--- src/rtl/branch_cond_unit.sv ---
// Branch condition unit: holds one accepted branch until every flag writer it
// depends on has committed, then resolves it against V/N/Z for the fetch stage.
module branch_cond_unit #(
    parameter int ADDR_W = 32,
    parameter int PEND_W = 2
) (
    input  logic              clk,
    input  logic              clrn,
    input  logic              issue_z,
    input  logic              issue_vn,
    input  logic              wr_z,
    input  logic              wr_vn,
    input  logic              V,
    input  logic              N,
    input  logic              Z,
    input  logic              br_valid,
    output logic              br_ready,
    input  logic [3:0]        br_cond,
    input  logic [ADDR_W-1:0] br_target,
    input  logic              flush,
    output logic              res_valid,
    input  logic              res_ready,
    output logic              res_taken,
    output logic [ADDR_W-1:0] res_target,
    output logic              cond_err
);

    localparam logic [1:0] S_IDLE = 2'd0;
    localparam logic [1:0] S_WAIT = 2'd1;
    localparam logic [1:0] S_RESP = 2'd2;

    localparam logic [PEND_W-1:0] PEND_MAX = {PEND_W{1'b1}};
    localparam logic [PEND_W-1:0] PEND_ONE = PEND_W'(1);

    logic [1:0]        state_q, state_d;
    logic [PEND_W-1:0] pend_z_q, pend_z_d;
    logic [PEND_W-1:0] pend_vn_q, pend_vn_d;
    logic              ovf_z, ovf_vn;
    logic [3:0]        cond_q, cond_d;
    logic [ADDR_W-1:0] tgt_q, tgt_d;
    logic              res_taken_q, res_taken_d;
    logic [ADDR_W-1:0] res_target_q, res_target_d;
    logic              cond_err_q, cond_err_d;
    logic              wait_z, wait_vn, deps_clear;

    // Returns {error, next count}; simultaneous issue and commit cancel out.
    function automatic logic [PEND_W:0] pend_next(input logic [PEND_W-1:0] cnt,
                                                  input logic inc, input logic dec);
        logic [PEND_W-1:0] nxt;
        logic              err;
        nxt = cnt;
        err = 1'b0;
        if (inc && !dec) begin
            if (cnt == PEND_MAX) err = 1'b1;
            else                 nxt = cnt + PEND_ONE;
        end else if (dec && !inc) begin
            if (cnt == '0) err = 1'b1;
            else           nxt = cnt - PEND_ONE;
        end
        return {err, nxt};
    endfunction

    function automatic logic cond_legal(input logic [3:0] cond);
        return cond <= 4'd10;
    endfunction

    // Returns {depends on Z, depends on V/N}.
    function automatic logic [1:0] cond_dep(input logic [3:0] cond);
        case (cond)
            4'd1, 4'd2:                      return 2'b10;
            4'd3, 4'd4, 4'd7, 4'd8, 4'd9, 4'd10: return 2'b01;
            4'd5, 4'd6:                      return 2'b11;
            default:                         return 2'b00;
        endcase
    endfunction

    function automatic logic cond_eval(input logic [3:0] cond, input logic v,
                                       input logic n, input logic z);
        logic lt;
        lt = n ^ v;
        case (cond)
            4'd0:    return 1'b1;
            4'd1:    return z;
            4'd2:    return ~z;
            4'd3:    return lt;
            4'd4:    return ~lt;
            4'd5:    return ~z & ~lt;
            4'd6:    return z | lt;
            4'd7:    return v;
            4'd8:    return ~v;
            4'd9:    return n;
            4'd10:   return ~n;
            default: return 1'b0;
        endcase
    endfunction

    assign {wait_z, wait_vn} = cond_dep(cond_q);
    assign deps_clear = (!wait_z || pend_z_q == '0) && (!wait_vn || pend_vn_q == '0);

    assign br_ready   = clrn && (state_q == S_IDLE);
    assign res_valid  = (state_q == S_RESP);
    assign res_taken  = res_taken_q;
    assign res_target = res_target_q;
    assign cond_err   = cond_err_q;

    always_comb begin
        // NOTE: every variable gets a default before any branch, so no path infers a latch.
        state_d      = state_q;
        cond_d       = cond_q;
        tgt_d        = tgt_q;
        res_taken_d  = res_taken_q;
        res_target_d = res_target_q;

        {ovf_z, pend_z_d}   = pend_next(pend_z_q, issue_z, wr_z);
        {ovf_vn, pend_vn_d} = pend_next(pend_vn_q, issue_vn, wr_vn);
        cond_err_d = cond_err_q | ovf_z | ovf_vn;

        // Flush drops the branch from any state; counters keep tracking writers.
        if (flush) begin
            state_d = S_IDLE;
        end else begin
            case (state_q)
                S_IDLE: begin
                    if (br_valid && br_ready) begin
                        cond_d  = br_cond;
                        tgt_d   = br_target;
                        state_d = S_WAIT;
                        if (!cond_legal(br_cond)) cond_err_d = 1'b1;
                    end
                end
                S_WAIT: begin
                    if (deps_clear) begin
                        res_taken_d  = cond_eval(cond_q, V, N, Z);
                        res_target_d = tgt_q;
                        state_d      = S_RESP;
                    end
                end
                S_RESP: begin
                    if (res_ready) state_d = S_IDLE;
                end
                default: state_d = S_IDLE;
            endcase
        end
    end

    always_ff @(posedge clk or negedge clrn) begin
        if (!clrn) begin
            state_q      <= S_IDLE;
            pend_z_q     <= '0;
            pend_vn_q    <= '0;
            cond_q       <= '0;
            tgt_q        <= '0;
            res_taken_q  <= 1'b0;
            res_target_q <= '0;
            cond_err_q   <= 1'b0;
        end else begin
            // NOTE: non-blocking updates so every register sees the pre-edge values.
            state_q      <= state_d;
            pend_z_q     <= pend_z_d;
            pend_vn_q    <= pend_vn_d;
            cond_q       <= cond_d;
            tgt_q        <= tgt_d;
            res_taken_q  <= res_taken_d;
            res_target_q <= res_target_d;
            cond_err_q   <= cond_err_d;
        end
    end

endmodule

--- config.mk ---
export PLATFORM = sky130hd
export DESIGN_NAME = branch_cond_unit
export DESIGN_NICKNAME = d
export VERILOG_FILES = /design/src/rtl/branch_cond_unit.sv
export SDC_FILE = /design/constraint.sdc
export NUM_CORES = 1
export LEC_CHECK = 0
export ABC_AREA = 1
export CAP_MARGIN = 15
export CORE_MARGIN = 2
export CORE_UTILIZATION = 48
export CTS_BUF_LIST = sky130_fd_sc_hd__clkbuf_8 sky130_fd_sc_hd__clkbuf_16
export DETAILED_ROUTE_END_ITERATION = 7
export HOLD_SLACK_MARGIN = 0.12
export PLACE_DENSITY = 0.8
export REMOVE_ABC_BUFFERS = 1
export SETUP_SLACK_MARGIN = 0.05
export SLEW_MARGIN = 20
export SYNTH_ARGS = -nofsm -noshare
export SYNTH_HDL_FRONTEND = slang
export SYNTH_SLANG_ARGS = --single-unit
--- constraint.sdc ---
create_clock -name clk -period 4.58 [get_ports clk]
set_input_delay 1.374 -clock clk [delete_from_list [all_inputs] [get_ports clk]]
set_output_delay 1.374 -clock clk [all_outputs]
set_load 0.005 [all_outputs]
# Word-level counts from Yosys, hierarchy flattened
# Memories as Yosys holds them, arrays and structs flattened.
# Index checks and enable logic that the tools add are counted.
dict set report op_classes {
  magnitude_cmp 1
  add_sub_neg 4
  div_mod_pow 0
  mul 0
  n_eq_ne 21
  mux 26
  shifts 0
  reduce_logical 26
  n_bitwise 10
}
# operator n
set op_table {}
lappend op_table {{$mux 2} 12}
lappend op_table {{$eq 4x3->1 const B} 4}
lappend op_table {{$reduce_and 3->1} 5}
lappend op_table {{$eq 4x4->1 const B} 3}
lappend op_table {{$mux 1} 12}
lappend op_table {{$pmux 1 s11} 1}
lappend op_table {{$eq 4x2->1 const B} 2}
lappend op_table {{$ne 2x2->1 const B} 4}
lappend op_table {{$logic_and 1x1->1} 7}
lappend op_table {{$eq 2x2->1 const B} 3}
lappend op_table {{$logic_not 1->1} 6}
lappend op_table {{$logic_not 2->1} 3}
lappend op_table {{$ne 3x2->1 const B} 2}
lappend op_table {{$pmux 2 s3} 1}
lappend op_table {{$not 1->1} 5}
lappend op_table {{$add 2x1->2 const B} 2}
lappend op_table {{$eq 4x1->1 const B} 1}
lappend op_table {{$le 4x4->1 const B} 1}
lappend op_table {{$logic_not 4->1} 1}
lappend op_table {{$reduce_bool 2->1} 2}
lappend op_table {{$sub 2x1->2 const B} 2}
lappend op_table {{$ne 3x3->1 const B} 1}
lappend op_table {{$or 1x1->1} 3}
lappend op_table {{$eq 2x1->1 const B} 1}
lappend op_table {{3 further kinds} 4}
dict set report word_totals {
  wordCells 97
  mem_count 1
  latch_bits 0
  mem_bits_rw 0
  inputBits 48
  out_inout_bits 36
  romBits 32
  ff_bits 76
}
# memory depth width read_ports rd_ports_with_merged_regs write_ports line_no
set memory_table {}
lappend memory_table {{(no name shown)} 16 2 1 0 0 69} ;# case (cond)

# Logic depth before layout (Yosys ltp)
dict set report depth {
  word_depth 10
  mapped_depth 10
  ltp_nobuf 10
}

# Least setup slack after synthesis
# OpenSTA, ideal clock, no wires.
dict set report synth_path {
  path_kind {in2out}
  start {input clrn}
  end {output br_ready}
  slack_ns 1.657
  arrival_ns 1.549
  t_required_ns 3.206
  cell_stages 1
  n_path_buf 0
  path_cell_list {nor3b_2}
}
dict set report synth_between {
  elab_chain_cells 1
}
# item line_no
set synth_lines {}
lappend synth_lines {{start: declaration} 8} ;# input logic clrn,
lappend synth_lines {{$logic_and 1x1->1} 100} ;# assign br_ready = clrn && (state_q == S_IDLE);
lappend synth_lines {{end: declaration} 17} ;# output logic br_ready,
# No other way between the ends.

# Worst setup path in the final report
# Ends and elaborated chain as after synthesis.

==> insert_results.sql <==
INSERT INTO impl_metrics (metric_group, metric, value, unit) VALUES
('outcome', 'outcome', 'completed', ''),
('grt', 'gr-total-overflow', '0', ''),
('worst_hold_path', 'hold_path_class', 'flop to flop', ''),
('timing', 'fin_ws', '0.9932', 'ns'),
('job', 'drv_cap', '0', ''),
('timing', 'relSlewSlack', '52.82', '%'),
('timing', 'finalSetupViolations', '0', ''),
('clock_network', 'post_cts_repair_setup_buffers', '0', ''),
('clock_network', 'clock_tree.buffer_depth', '2', ''),
('cells_and_area', 'cell_count_final_fillers_out', '551', ''),
('route', 'postRouteAntennaNets', '0', ''),
('synthesis', 'synthesis.yosys.warnings', '0', ''),
('timing', 'timing_hold_violations_final', '0', ''),
('synthesis', 'postSynthRegisterBits', '76', ''),
('timing', 'rsz_0062_raised_after_global_routing', 'no', ''),
('synthesis', 'syn-instance-count', '367', ''),
('worst_setup_path', 'r2r_end', 'res_target[2]', ''),
('synthesis', 'syn_avg_cell_area', '9.144', 'sq um'),
('cells_and_area', 'layout.nets', '508', ''),
('worst_setup_path', 'cp_max_fo', '2', ''),
('cells_and_area', 'finished_core_util', '64.99', '%'),
('worst_setup_path', 'rr_worst_depth', '7', ''),
('die', 'fp-row-count', '30', ''),
('route', 'maxUsedRoutingLayer', 'met4', ''),
('route', 'detailroute.wirelength.met2', '3314', 'microns'),
('pwr', 'comb_power_share', '34.5', '%'),
('clock_network', 'cell_chosen_for_the_clock_root', 'sky130_fd_sc_hd__clkbuf_8', ''),
('cells_and_area', 'num_antenna_cells', '0', ''),
('die', 'floorplan.initialDensity', '49.39', '%'),
('synthesis', 'synth-seq-area-share', '56.67', '%'),
('worst_setup_path', 'crit_start_category', 'primary input', ''),
('timing', 'tightest_slew', '0.7067', 'ns'),
('worst_setup_path', 'required_time_worst_endpoint', '3.21', 'ns'),
('clock_network', 'worst_skew_pair.late_latency', '0.32', 'ns'),
('clock_network', 'cts_made_buffers', '9', ''),
('synthesis', 'async_flop_share', '100.0', '%'),
('route', 'routed-via-count', '2641', ''),
('clock_network', 'post_cts_clock_slew_at_the_launch_and_capture_registers_of_the_worst_setup_and_hold_paths', '0.07', 'ns'),
('clock_network', 'cts-resized-gates', '0', ''),
('clock_network', 'h-tree-depth', '3', ''),
('die', 'floorplan.die.height', '87.61', 'microns'),
('die', 'area_enclosed_by_the_die_boundary', '7676', 'sq um'),
('synthesis', 'synth_enable_flop_cells', '0', ''),
('route', 'routed_wirelength', '6536', 'microns'),
('cells_and_area', 'drive_above_1_share', '9.890', '%'),
('route', 'routed_via_density', '4.793', ''),
('pwr', 'power_report.internal_total', '1579', 'uW'),
('route', 'routed_length_per_instance', '11.86', 'microns'),
('worst_setup_path', 'critical_path_arrival', '2.21', 'ns'),
('worst_setup_path', 'setup.reg_to_reg.worst_slack', '2.41', 'ns'),
('route', 'drt_drc_violations_left', '0', ''),
('timing', 'final.setup_skew', '0.006881', 'ns'),
('synthesis', 'yosys-top-cells-area', 'sky130_fd_sc_hd__dfrtp_1, sky130_fd_sc_hd__nand2_1, sky130_fd_sc_hd__o21ai_0', ''),
('pwr', 'post-layout-total-power', '2281', 'uW'),
('synthesis', 'synth.most_common_cell', 'sky130_fd_sc_hd__nand2_1', ''),
('worst_setup_path', 'worstSetupPathType', 'primary input to output pin', ''),
('worst_hold_path', 'hold_path.startpoint', 'tgt_q[31]', ''),
('pwr', 'worst_ir_drop_vdd', '0.3765', 'mV'),
('die', 'dieWidth', '87.61', 'microns'),
('synthesis', 'netlist_area', '3356', 'sq um'),
('timing', 'maxSlewViolCount', '0', ''),
('cells_and_area', 'num-fill-cells', '578', ''),
('worst_setup_path', 'crit-reg2reg-launch', 'cond_q[0]', ''),
('pwr', 'pwr-share-clk', '19.7', '%'),
('die', 'number_of_top_level_design_ports', '84', ''),
('route', 'drtIter0Drc', '94', ''),
('pwr', 'seq_power_share', '45.7', '%'),
('route', 'met1_length', '2948', 'microns'),
('pwr', 'power_per_cell_area', '516.6', 'nW/um^2'),
('grt', 'grt_usage', '18.02', '%'),
('synthesis', 'synth_cell_types', '26', '');
## worst max-delay path, stage by stage
cell	delay (ns)
sky130_fd_sc_hd__buf_4	0.10
sky130_fd_sc_hd__nor3b_2	0.19
sky130_fd_sc_hd__clkdlybuf4s50_1	0.54
## flip-flops by register name, summed over array words and instances (netlist names)
signal / cells
res_target: 32
cond_q: 4
pend_vn_q: 2
tgt_q: 32
state_q: 2
pend_z_q: 2
cond_err: 1
res_taken: 1
## worst max path at each step
stage,start,slack (ns),end,cells past startpoint
6_report,clrn,0.99,br_ready,3
4_1_cts,clrn,0.99,br_ready,3
3_3_place_gp,clrn,1.00,br_ready,3
3_5_place_dp,clrn,1.0,br_ready,3
2_1_floorplan,clrn,1.66,br_ready,1
5_1_grt,clrn,0.95,br_ready,3
## logic make-up after synthesis
logic type               synth area share [%]
buffers and inverters                   9.694
AO/OA/AOI/OAI                           14.32
flip-flops                              56.67
adder cells (fa/ha/maj)                 3.356
AND/OR/NAND/NOR                         15.96
## cell usage in the layout (no fill, tap or decap), types with 2 or more instances in the layout
master and instances:
sky130_fd_sc_hd__clkdlybuf4s50_1 82, sky130_fd_sc_hd__ha_1 9, sky130_fd_sc_hd__clkbuf_8 11, sky130_fd_sc_hd__a21oi_1 2, sky130_fd_sc_hd__dfrtp_1 76, sky130_fd_sc_hd__inv_2 2, sky130_fd_sc_hd__buf_4 4, sky130_fd_sc_hd__inv_1 56
sky130_fd_sc_hd__nand3_1 12, sky130_fd_sc_hd__o21ai_1 8, sky130_fd_sc_hd__o21ai_2 20, sky130_fd_sc_hd__nand2_1 107, sky130_fd_sc_hd__clkinv_2 2, sky130_fd_sc_hd__o21ai_0 43, sky130_fd_sc_hd__nor2_1 7, sky130_fd_sc_hd__clkinvlp_4 2
## power groups by stage
stage,Clock [uW],Combinational [uW],Sequential [uW]
2_1_floorplan,0,350,1050
3_3_place_gp,0,770,1050
3_5_place_dp,0,797,1050
4_1_cts,464,801,1040
5_1_grt,496,884,1070
6_report,451,787,1040
## area by class of cell
| type | count | area share [%] |
|---|---|---|
| well taps | 96 | 2.720 |
| clock buffers | 11 | 3.429 |
| multi-input cells | 219 | 25.56 |
| inverters | 58 | 4.931 |
| repair buffers | 87 | 19.72 |
| clock inverters | 4 | 0.5667 |
| flip-flops and latches | 76 | 43.07 |
## through the flow
step	instance area [sq um]	hold slack (ns)
CTS	4415	0.4813
finish	4415	0.4745
global route	4415	0.4999
detailed placement	4239	0.4633
global placement	4239	0.4613
floorplan	3248	0.4422
## per-layer routing
metal	up-vias	track usage, %
li1	1322	-
met1	1252	22.51
met2	52	30.85
met3	15	3.487
met4	0	7.273
met5	-	0
Power figures use the tool's default switching activity.
